==> config.mk <==
export PLATFORM = sky130hd
export DESIGN_NAME = sound_scheduler
export DESIGN_NICKNAME = d
export VERILOG_FILES = /design/src/rtl/sound_scheduler.sv
export SDC_FILE = /design/constraint.sdc
export NUM_CORES = 1
export LEC_CHECK = 0
export CAP_MARGIN = 20
export CORE_MARGIN = 1
export CORE_UTILIZATION = 61
export DETAILED_ROUTE_END_ITERATION = 6
export PLACE_DENSITY = 0.79
export SLEW_MARGIN = 20
export SYNTH_ARGS = -nofsm -noshare
export SYNTH_HDL_FRONTEND = slang
export SYNTH_SLANG_ARGS = --single-unit
==> constraint.sdc <==
create_clock -name clk -period 3.16 [get_ports clk]
set_input_delay 0.79 -clock clk [delete_from_list [all_inputs] [get_ports clk]]
set_output_delay 0.79 -clock clk [all_outputs]
set_load 0.005 [all_outputs]
==> src/rtl/sound_scheduler.sv <==
// sound_scheduler
//   Shares the single PmodAMP2 output between three game-event requesters
//   (countdown tick, goal, end-of-game). It arbitrates by fixed priority
//   (end > goal > tick), steps through each event's note pattern and
//   generates the square-wave tone that drives the amplifier.
//
// Ports
//   clk        system clock (100 MHz nominal)
//   rst        asynchronous, active-low reset
//   req_tick   one-cycle pulse: countdown tick
//   req_goal   one-cycle pulse: goal scored
//   req_end    one-cycle pulse: game over
//   mute       (only with SOUND_MUTE_EN) silences pmod_1/pmod_4; timing unaffected
//   pmod_1     AIN, square-wave audio
//   pmod_2     GAIN, tied to 1 (6 dB)
//   pmod_4     SHUTDOWN_N, amplifier enabled during PLAY and GAP
//   busy       a pattern is playing
//   cur_src    0 none, 1 tick, 2 goal, 3 end (valid only while busy)
//
// Configuration macro
//   SOUND_MUTE_EN  adds the mute input port.
module sound_scheduler #(
    parameter int NOTE_CYC = 10_000_000,
    parameter int GAP_CYC  = 2_000_000,
    parameter int HP_TICK  = 113_636,
    parameter int HP_G0    = 95_557,
    parameter int HP_G1    = 75_843,
    parameter int HP_G2    = 63_776,
    parameter int HP_END   = 227_273
) (
    input  logic       clk,
    input  logic       rst,
    input  logic       req_tick,
    input  logic       req_goal,
    input  logic       req_end,
`ifdef SOUND_MUTE_EN
    input  logic       mute,
`endif
    output logic       pmod_1,
    output logic       pmod_2,
    output logic       pmod_4,
    output logic       busy,
    output logic [1:0] cur_src
);

    function automatic int max2(input int a, input int b);
        return (a > b) ? a : b;
    endfunction

    // Counters only ever reach (terminal - 1), so $clog2 of the largest
    // terminal value is enough bits.
    localparam int SEQ_MAX = max2(NOTE_CYC, GAP_CYC);
    localparam int HP_MAX  = max2(max2(HP_TICK, HP_END), max2(HP_G0, max2(HP_G1, HP_G2)));
    localparam int SEQ_W   = $clog2(SEQ_MAX);
    localparam int HP_W    = $clog2(HP_MAX);

    localparam logic [1:0] SRC_NONE = 2'd0;
    localparam logic [1:0] SRC_TICK = 2'd1;
    localparam logic [1:0] SRC_GOAL = 2'd2;
    localparam logic [1:0] SRC_END  = 2'd3;

    typedef enum logic [1:0] {
        S_IDLE,
        S_PLAY,
        S_GAP
    } state_t;

    state_t           state_q, state_d;
    logic [2:0]       pend_q, pend_d;      // bit i holds a request for source i+1
    logic [1:0]       src_q, src_d;
    logic [1:0]       slot_q, slot_d;
    logic [SEQ_W-1:0] seq_cnt_q, seq_cnt_d; // note-slot length in PLAY, gap length in GAP
    logic [HP_W-1:0]  hp_cnt_q, hp_cnt_d;
    logic             tone_q, tone_d;

    logic [2:0]       req_vec;
    logic [2:0]       eff;
    logic [1:0]       top;
    logic             start;
    logic             hp_term;
    logic             note_term;
    logic             gap_term;
    logic             last_slot;
    logic             play;
    logic             mute_i;

    // Highest-priority source among the asserted bits.
    function automatic logic [1:0] top_src(input logic [2:0] v);
        if (v[2])      return SRC_END;
        else if (v[1]) return SRC_GOAL;
        else if (v[0]) return SRC_TICK;
        else           return SRC_NONE;
    endfunction

    function automatic logic [2:0] src_mask(input logic [1:0] s);
        case (s)
            SRC_TICK: return 3'b001;
            SRC_GOAL: return 3'b010;
            SRC_END:  return 3'b100;
            default:  return 3'b000;
        endcase
    endfunction

    // Terminal half-period count for the note currently in play.
    function automatic logic [HP_W-1:0] hp_last(input logic [1:0] s, input logic [1:0] slot);
        case (s)
            SRC_TICK: return HP_W'(HP_TICK - 1);
            SRC_GOAL: begin
                case (slot)
                    2'd0:    return HP_W'(HP_G0 - 1);
                    2'd1:    return HP_W'(HP_G1 - 1);
                    default: return HP_W'(HP_G2 - 1);
                endcase
            end
            SRC_END:  return HP_W'(HP_END - 1);
            default:  return '0;
        endcase
    endfunction

    function automatic logic [1:0] last_slot_of(input logic [1:0] s);
        case (s)
            SRC_GOAL: return 2'd2;
            SRC_END:  return 2'd3;
            default:  return 2'd0;
        endcase
    endfunction

    assign req_vec   = {req_end, req_goal, req_tick};
    // A request in this cycle is visible to arbitration immediately, so a
    // pulse in cycle N from IDLE is already playing in cycle N+1.
    assign eff       = pend_q | req_vec;
    assign top       = top_src(eff);
    assign hp_term   = (hp_cnt_q == hp_last(src_q, slot_q));
    assign note_term = (seq_cnt_q == SEQ_W'(NOTE_CYC - 1));
    assign gap_term  = (seq_cnt_q == SEQ_W'(GAP_CYC - 1));
    assign last_slot = (slot_q == last_slot_of(src_q));

    always_comb begin
        state_d   = state_q;
        pend_d    = eff;   // new requests merge into pending bits
        src_d     = src_q;
        slot_d    = slot_q;
        seq_cnt_d = seq_cnt_q;
        hp_cnt_d  = hp_cnt_q;
        tone_d    = tone_q;
        start     = 1'b0;

        case (state_q)
            S_IDLE: begin
                if (top != SRC_NONE) start = 1'b1;
            end
            S_PLAY: begin
                // Only a strictly higher source preempts; the aborted
                // pattern is simply dropped.
                if (top > src_q) begin
                    start = 1'b1;
                end else begin
                    if (hp_term) begin
                        hp_cnt_d = '0;
                        tone_d   = ~tone_q;
                    end else begin
                        hp_cnt_d = hp_cnt_q + 1'b1;
                    end
                    if (note_term) begin
                        seq_cnt_d = '0;
                        hp_cnt_d  = '0;
                        tone_d    = 1'b0;
                        if (last_slot) state_d = S_GAP;
                        else           slot_d  = slot_q + 2'd1;
                    end else begin
                        seq_cnt_d = seq_cnt_q + 1'b1;
                    end
                end
            end
            S_GAP: begin
                if (gap_term) begin
                    state_d   = S_IDLE;
                    seq_cnt_d = '0;
                end else begin
                    seq_cnt_d = seq_cnt_q + 1'b1;
                end
            end
            default: state_d = S_IDLE;
        endcase

        if (start) begin
            state_d   = S_PLAY;
            src_d     = top;
            slot_d    = 2'd0;
            seq_cnt_d = '0;
            hp_cnt_d  = '0;
            tone_d    = 1'b0;
            pend_d    = eff & ~src_mask(top);
        end
    end

    always_ff @(posedge clk or negedge rst) begin
        if (!rst) begin
            state_q   <= S_IDLE;
            pend_q    <= '0;
            src_q     <= SRC_NONE;
            slot_q    <= '0;
            seq_cnt_q <= '0;
            hp_cnt_q  <= '0;
            tone_q    <= 1'b0;
        end else begin
            state_q   <= state_d;
            pend_q    <= pend_d;
            src_q     <= src_d;
            slot_q    <= slot_d;
            seq_cnt_q <= seq_cnt_d;
            hp_cnt_q  <= hp_cnt_d;
            tone_q    <= tone_d;
        end
    end

`ifdef SOUND_MUTE_EN
    assign mute_i = mute;
`else
    assign mute_i = 1'b0;
`endif

    // Outputs decode registered state only, so reset silences them at once.
    assign play    = (state_q == S_PLAY);
    assign busy    = play;
    assign cur_src = play ? src_q : SRC_NONE;
    assign pmod_1  = tone_q & play & ~mute_i;
    assign pmod_4  = (state_q != S_IDLE) & ~mute_i;
    assign pmod_2  = 1'b1;

endmodule
# --- After elaboration in Yosys (flattened, before gate mapping) ---
# Index checks and enable logic that the tools add are counted.
op_classes:
  add_sub_neg: 3
  magnitude_cmp: 1
  n_eq_ne: 20
  muxes: 39
  n_bitwise: 5
  reduce_logical: 13
ops:
  columns: ["cell", "n"]
  rows:
  - ["24-bit two-way mux", 4]
  - ["18-bit two-way mux", 5]
  - ["18-bit one-hot mux with 3 select lines", 1]
  - ["24-bit one-hot mux with 2 select lines", 1]
  - ["17-bit one-hot mux with 2 select lines", 1]
  - ["2-bit two-way mux", 13]
  - ["24-bit by 1-bit adder with 24-bit output, second input constant", 1]
  - ["24-bit by 21-bit == test with 1-bit output, second input constant", 1]
  - ["24-bit == test, second input constant", 1]
  - ["18-bit by 1-bit adder with 18-bit output, second input constant", 1]
  - ["18-bit == test", 1]
  - ["3-bit inequality test, second input constant", 4]
  - ["2-bit == test, second input constant", 5]
  - ["3-bit one-hot mux with 3 select lines", 1]
  - ["2-bit by 1-bit == test with 1-bit output, second input constant", 4]
  - ["1-bit two-way mux", 8]
  - ["2-bit nonzero test", 4]
  - ["3-bit two-way mux", 2]
  - ["2-bit inequality test, second input constant", 3]
  - ["2-bit one-hot mux with 3 select lines", 1]
  - ["3-bit nonzero test", 2]
  - ["5-bit AND reduction", 1]
  - ["2-bit zero test", 2]
  - ["2-bit one-hot mux with 2 select lines", 1]
  - ["other kinds (12)", 13]
totals:
  regBits: 52
  input_bits: 5
  out_inout_bits: 6

# --- Logic depth before layout (Yosys ltp) ---
depth:
  depth_word: 11
  mapped_depth: 11
  depth_no_buf: 10

# --- Worst setup path after synthesis ---
# No wires, ideal clock.
synth_path:
  path_type: "input-to-reg"
  startpoint: "input req_end"
  endpoint: "register hp_cnt_q[13]"
  setup_ns: 0.071
  t_arrival_ns: 2.665
  required_time_ns: 3.089
  setup_slack_ns: 0.423
  cell_stages: 11
  n_path_buf: 1
  cell_sequence: "nor4_4 -> inv_1 -> ha_1 -> nor2b_1 -> o21ai_0 -> a21oi_1 -> nor2b_1 -> a21boi_4 -> nor2_4 -> buf_4 -> nor2_1"
synth_between:
  elab_chain_cells: 7
  word_cells_on_any_way: 11
  classes_between: "1 x order compare; 1 x eq/ne; 5 x mux; 1 x bitwise; 3 x reduce/logical"
synth_rtl:
  columns: ["item", "line", "rtl"]
  rows:
  - ["from (decl)", "35", "input logic req_end,"]
  - ["3-bit bitwise OR *", "131", "assign eff = pend_q | req_vec;"]
  - ["2-bit two-way mux *", "89", "if (v[2]) return SRC_END;"]
  - ["net top[1]", "78", "logic [1:0] top;"]
  - ["2-bit > comparator or 2-bit nonzero test (tied branches)", "155, 150", null]
  - ["1-bit two-way mux (on tied branches)", "155, 150", null]
  - ["1-bit one-hot mux with 2 select lines", "148", "case (state_q)"]
  - ["2-bit inequality test (no line) or 2-bit nonzero test (tied branches)", null, null]
  - ["2-bit AND reduction (no line)", null, null]
  - ["to (signal assigned)", "212", "hp_cnt_q <= hp_cnt_d;"]
  - ["to (decl)", "73", "logic [HP_W-1:0] hp_cnt_q, hp_cnt_d;"]
# The timed path passes the listed nets; every way through them passes the cells marked *.
# A chain may end at the register's enable or synchronous reset.

# --- Final worst setup path ---
layout_path:
  startpoint: "input req_end"
  endpoint: "register hp_cnt_q[5]"
# Same word-level chain as after synthesis.

==> run_results.csv <==
group,metric,value,unit
cts,cts_tree,"built",
global_route,grt_remaining_overflow,0,
timing,relSlewSlack,46.14,%
cts,cts-htree-levels,2,
timing,maxSlewViolCount,0,
floorplanning,die_w,74.51,um
cells_and_area,nFillCells,415,
timing,timing.hold.ws,0.3167,ns
placement,dpl.hpwl,4.714,mm
detailed_routing,wl_met1,3.019,mm
global_route,grt_pass1_vias,2448,
detailed_routing,ant_nets,0,
logic_synthesis,netlist-cell-type-count,57,
cts,postCtsHoldBufs,0,
timing,setup_viol,0,
floorplanning,dieArea,0.005551,sq mm
floorplanning,fp.dieH,74.51,um
logic_synthesis,synth_area,0.003207,sq mm
detailed_routing,wl_met2,3.307,mm
critical_path,critPathRequiredTime,3.40,ns
logic_synthesis,synth_fa_ha_area_share,3.121,%
detailed_routing,vias,2580,
logic_synthesis,syn_area_per_cell,8.859,sq um
cts,clockBufferDepth,2,
critical_path,cp_data_arrival_time,3.16,ns
timing,max_freq,342.3,MHz
logic_synthesis,async_reset_ff_share,100.0,%
logic_synthesis,ys_seq_elements,52,
logic_synthesis,yosys_most_used_dff,"dfrtp_1",
logic_synthesis,synth_compound_area_share,11.78,%
logic_synthesis,synth_fp_nets,375,
detailed_routing,highest_layer,"met4",
global_route,grt_pass1_wl,11.11,mm
pwr,totalPowerFinal,2.038,mW
logic_synthesis,seq_area_frac_synth,40.58,%
cts,post_cts_buffers,0,
detailed_routing,drtPass1Iterations,4,
logic_synthesis,synthSimpleGateAreaFrac,28.21,%
global_route,grt_max_degree,45,
timing,post-route-min-period,2.921,ns
logic_synthesis,synth_xor_area_share,9.832,%
logic_synthesis,synthMuxAreaShare,2.263,%
cells_and_area,seq_area,0.001301,sq mm
cts,cts-resized-gates,0,
status,status,"finished clean",
timing,tightest_slew,0.8079,ns
timing,finalClockSkew,0.006847,ns
pwr,p_per_area,582.8,mW/mm^2
detailed_routing,wl_per_cell,14.77,um
detailed_routing,routed_wl,6.602,mm
detailed_routing,route.met3.wl,127,um
floorplanning,core,0.005075,sq mm
cts,cts_made_buffers,5,
cts,cts.root.buffer_cell,"clkbuf_8",
floorplanning,start_util,63.19,%
detailed_routing,drc_errors,0,
floorplanning,num_rows,26,
placement,io_buffers,9,
detailed_routing,via_per_inst,5.772,
flow_run,max_cap_violations,0,
cells_and_area,postLayoutCoreUtil,68.89,%
logic_synthesis,netlist.area_leader.share,40.58,%
critical_path,start_kind,"input port",
cells_and_area,antenna_cells,0,
placement,place_congestion,0.8473,
placement,placed_area,0.003387,sq mm
global_route,antenna_found_initial,0,
timing,finalCritPeriodShare,92.44,%
pwr,p_leak,1.469,nW
pwr,ir_worst_vdd,305.8,uV
critical_path,cp-end-kind,"flip-flop",
timing,rsz0062_at_grt,"no",
cts,insertion_delay,0.31,ns
logic_synthesis,syn_inst,362,
cells_and_area,drive_gt1_share,9.284,%
cells_and_area,nNetsFinal,389,
critical_path,critPathMaxFanout,5,
global_route,grtUsageTotal,26.48,%
timing,final_hold_viol_count,0,
cells_and_area,fin_area,0.003496,sq mm
logic_synthesis,ys_warn_count,0,
cells_and_area,layout_common_cells,"nor2_1 (63), dfrtp_1 (52), nand2_1 (32), xor2_1 (22), nand3_1 (16)",
floorplanning,num_io_pins,11,
logic_synthesis,synth_enable_flop_cells,0,
cts,clkSinkCount,52,
cells_and_area,layout_commonest_cell,"nor2_1",
cells_and_area,area_growth,9.013,%
worst_hold_path,min_path_type,"input port to async pin",
critical_path,worst-setup-path-type,"input port to flip-flop",
cts,path_clk_slew,0.10,ns
logic_synthesis,synth_top_area_cell,"dfrtp_1",
cells_and_area,multi_input_area,0.001785,sq mm
logic_synthesis,netlist_top_cells_area,"dfrtp_1 (41%), nor2_1 (7.4%), xor2_1 (6.0%)",
detailed_routing,first_iter_violations,157,
logic_synthesis,synth_top_family_by_area,"simple AND/OR/NAND/NOR gates",
==> cell type report <==
type	instances	area share, %
repair buffers	21	5.011
multi-input cells	283	51.07
well taps	70	2.505
clock inverters	2	0.4295
clock buffers	6	2.362
inverters	13	1.396
flip-flops and latches	52	37.22
==> worst max-delay path: stages <==
cell	delay, ns
clkdlybuf4s50_1	0.46
nor4_4	0.30
inv_1	0.07
ha_1	0.28
nor2b_1	0.13
o21ai_0	0.16
a21oi_1	0.15
nor2b_1	0.23
a21boi_4	0.31
nand2_1	0.10
o22ai_1	0.17
==> registers in the layout (all words and copies together), names as in the netlist <==
name / cells
state_q: 2
pend_q: 3
hp_cnt_q: 18
slot_q: 2
src_q: 2
seq_cnt_q: 24
tone_q: 1
==> where the power goes <==
| group | switching [mW] | leakage [nW] | internal (mW) | total [mW] |
|---|---|---|---|---|
| clock network | 0.229 | 0.0434 | 0.178 | 0.407 |
| logic | 0.425 | 0.734 | 0.335 | 0.759 |
| registers | 0.137 | 0.691 | 0.734 | 0.871 |
| total | 0.791 | 1.47 | 1.25 | 2.04 |
==> stage by stage <==
stage / setup slack, ns / instances / TNS [ns]
floorplan: 0.4234 / 362 / 0
global placement: 0.002261 / 438 / 0
detailed placement: -0.07797 / 438 / -0.4215
CTS: 0.2620 / 446 / 0
global route: 0.01271 / 447 / 0
finish: 0.2389 / 447 / 0
==> cell usage after synthesis, types with 2 or more instances <==
master and n:
nor2_1 63, dfrtp_1 52, nand2_1 32, xor2_1 22, nand3_1 16, a21oi_1 14, nand4_1 14, nor3_1 14
xnor2_1 14, inv_1 13, o21ai_0 10, ha_1 8, nor2b_1 6, buf_2 5, clkbuf_1 5, mux2i_1 5
nor4_1 5, a21o_1 4, and3_1 4, or3_1 4, a31oi_1 3, buf_4 3, o21bai_1 3, o22ai_1 3
a22o_1 2, and2_1 2, nand2b_1 2, nand3b_1 2, nand4b_1 2, nor4_2 2, or2_2 2
==> logic make-up (layout without fill, tap and decap cells) <==
kind of cell	Yosys count	in the layout
other	1	1
flip-flops	52	52
buffers and inverters	28	42
XOR/XNOR	36	36
AO/OA/AOI/OAI	52	53
adder cells (fa/ha/maj)	8	8
multiplexers	6	6
AND/OR/NAND/NOR	179	179
==> layer usage <==
metal / global-route usage [%] / vias to the layer above
met5: 0 / -
met4: 11.53 / 0
met3: 3.659 / 12
met2: 45.65 / 36
met1: 33.22 / 1244
li1: - / 1288
==> path summary, 6_finish.rpt <==
check	from	to	slack (ns)	cells after the start
max	req_end	hp_cnt_q[5]	0.24	11
min in group clk	seq_cnt_q[10]	seq_cnt_q[10]	0.55	1
min reg2reg	seq_cnt_q[10]	seq_cnt_q[10]	0.55	1
min	rst	src_q[0]	0.32	1
max reg2reg	src_q[0]	hp_cnt_q[11]	0.46	7
max in group asynchronous	rst	hp_cnt_q[1]	2.01	2
No activity file was read; power rests on OpenSTA's default activity.
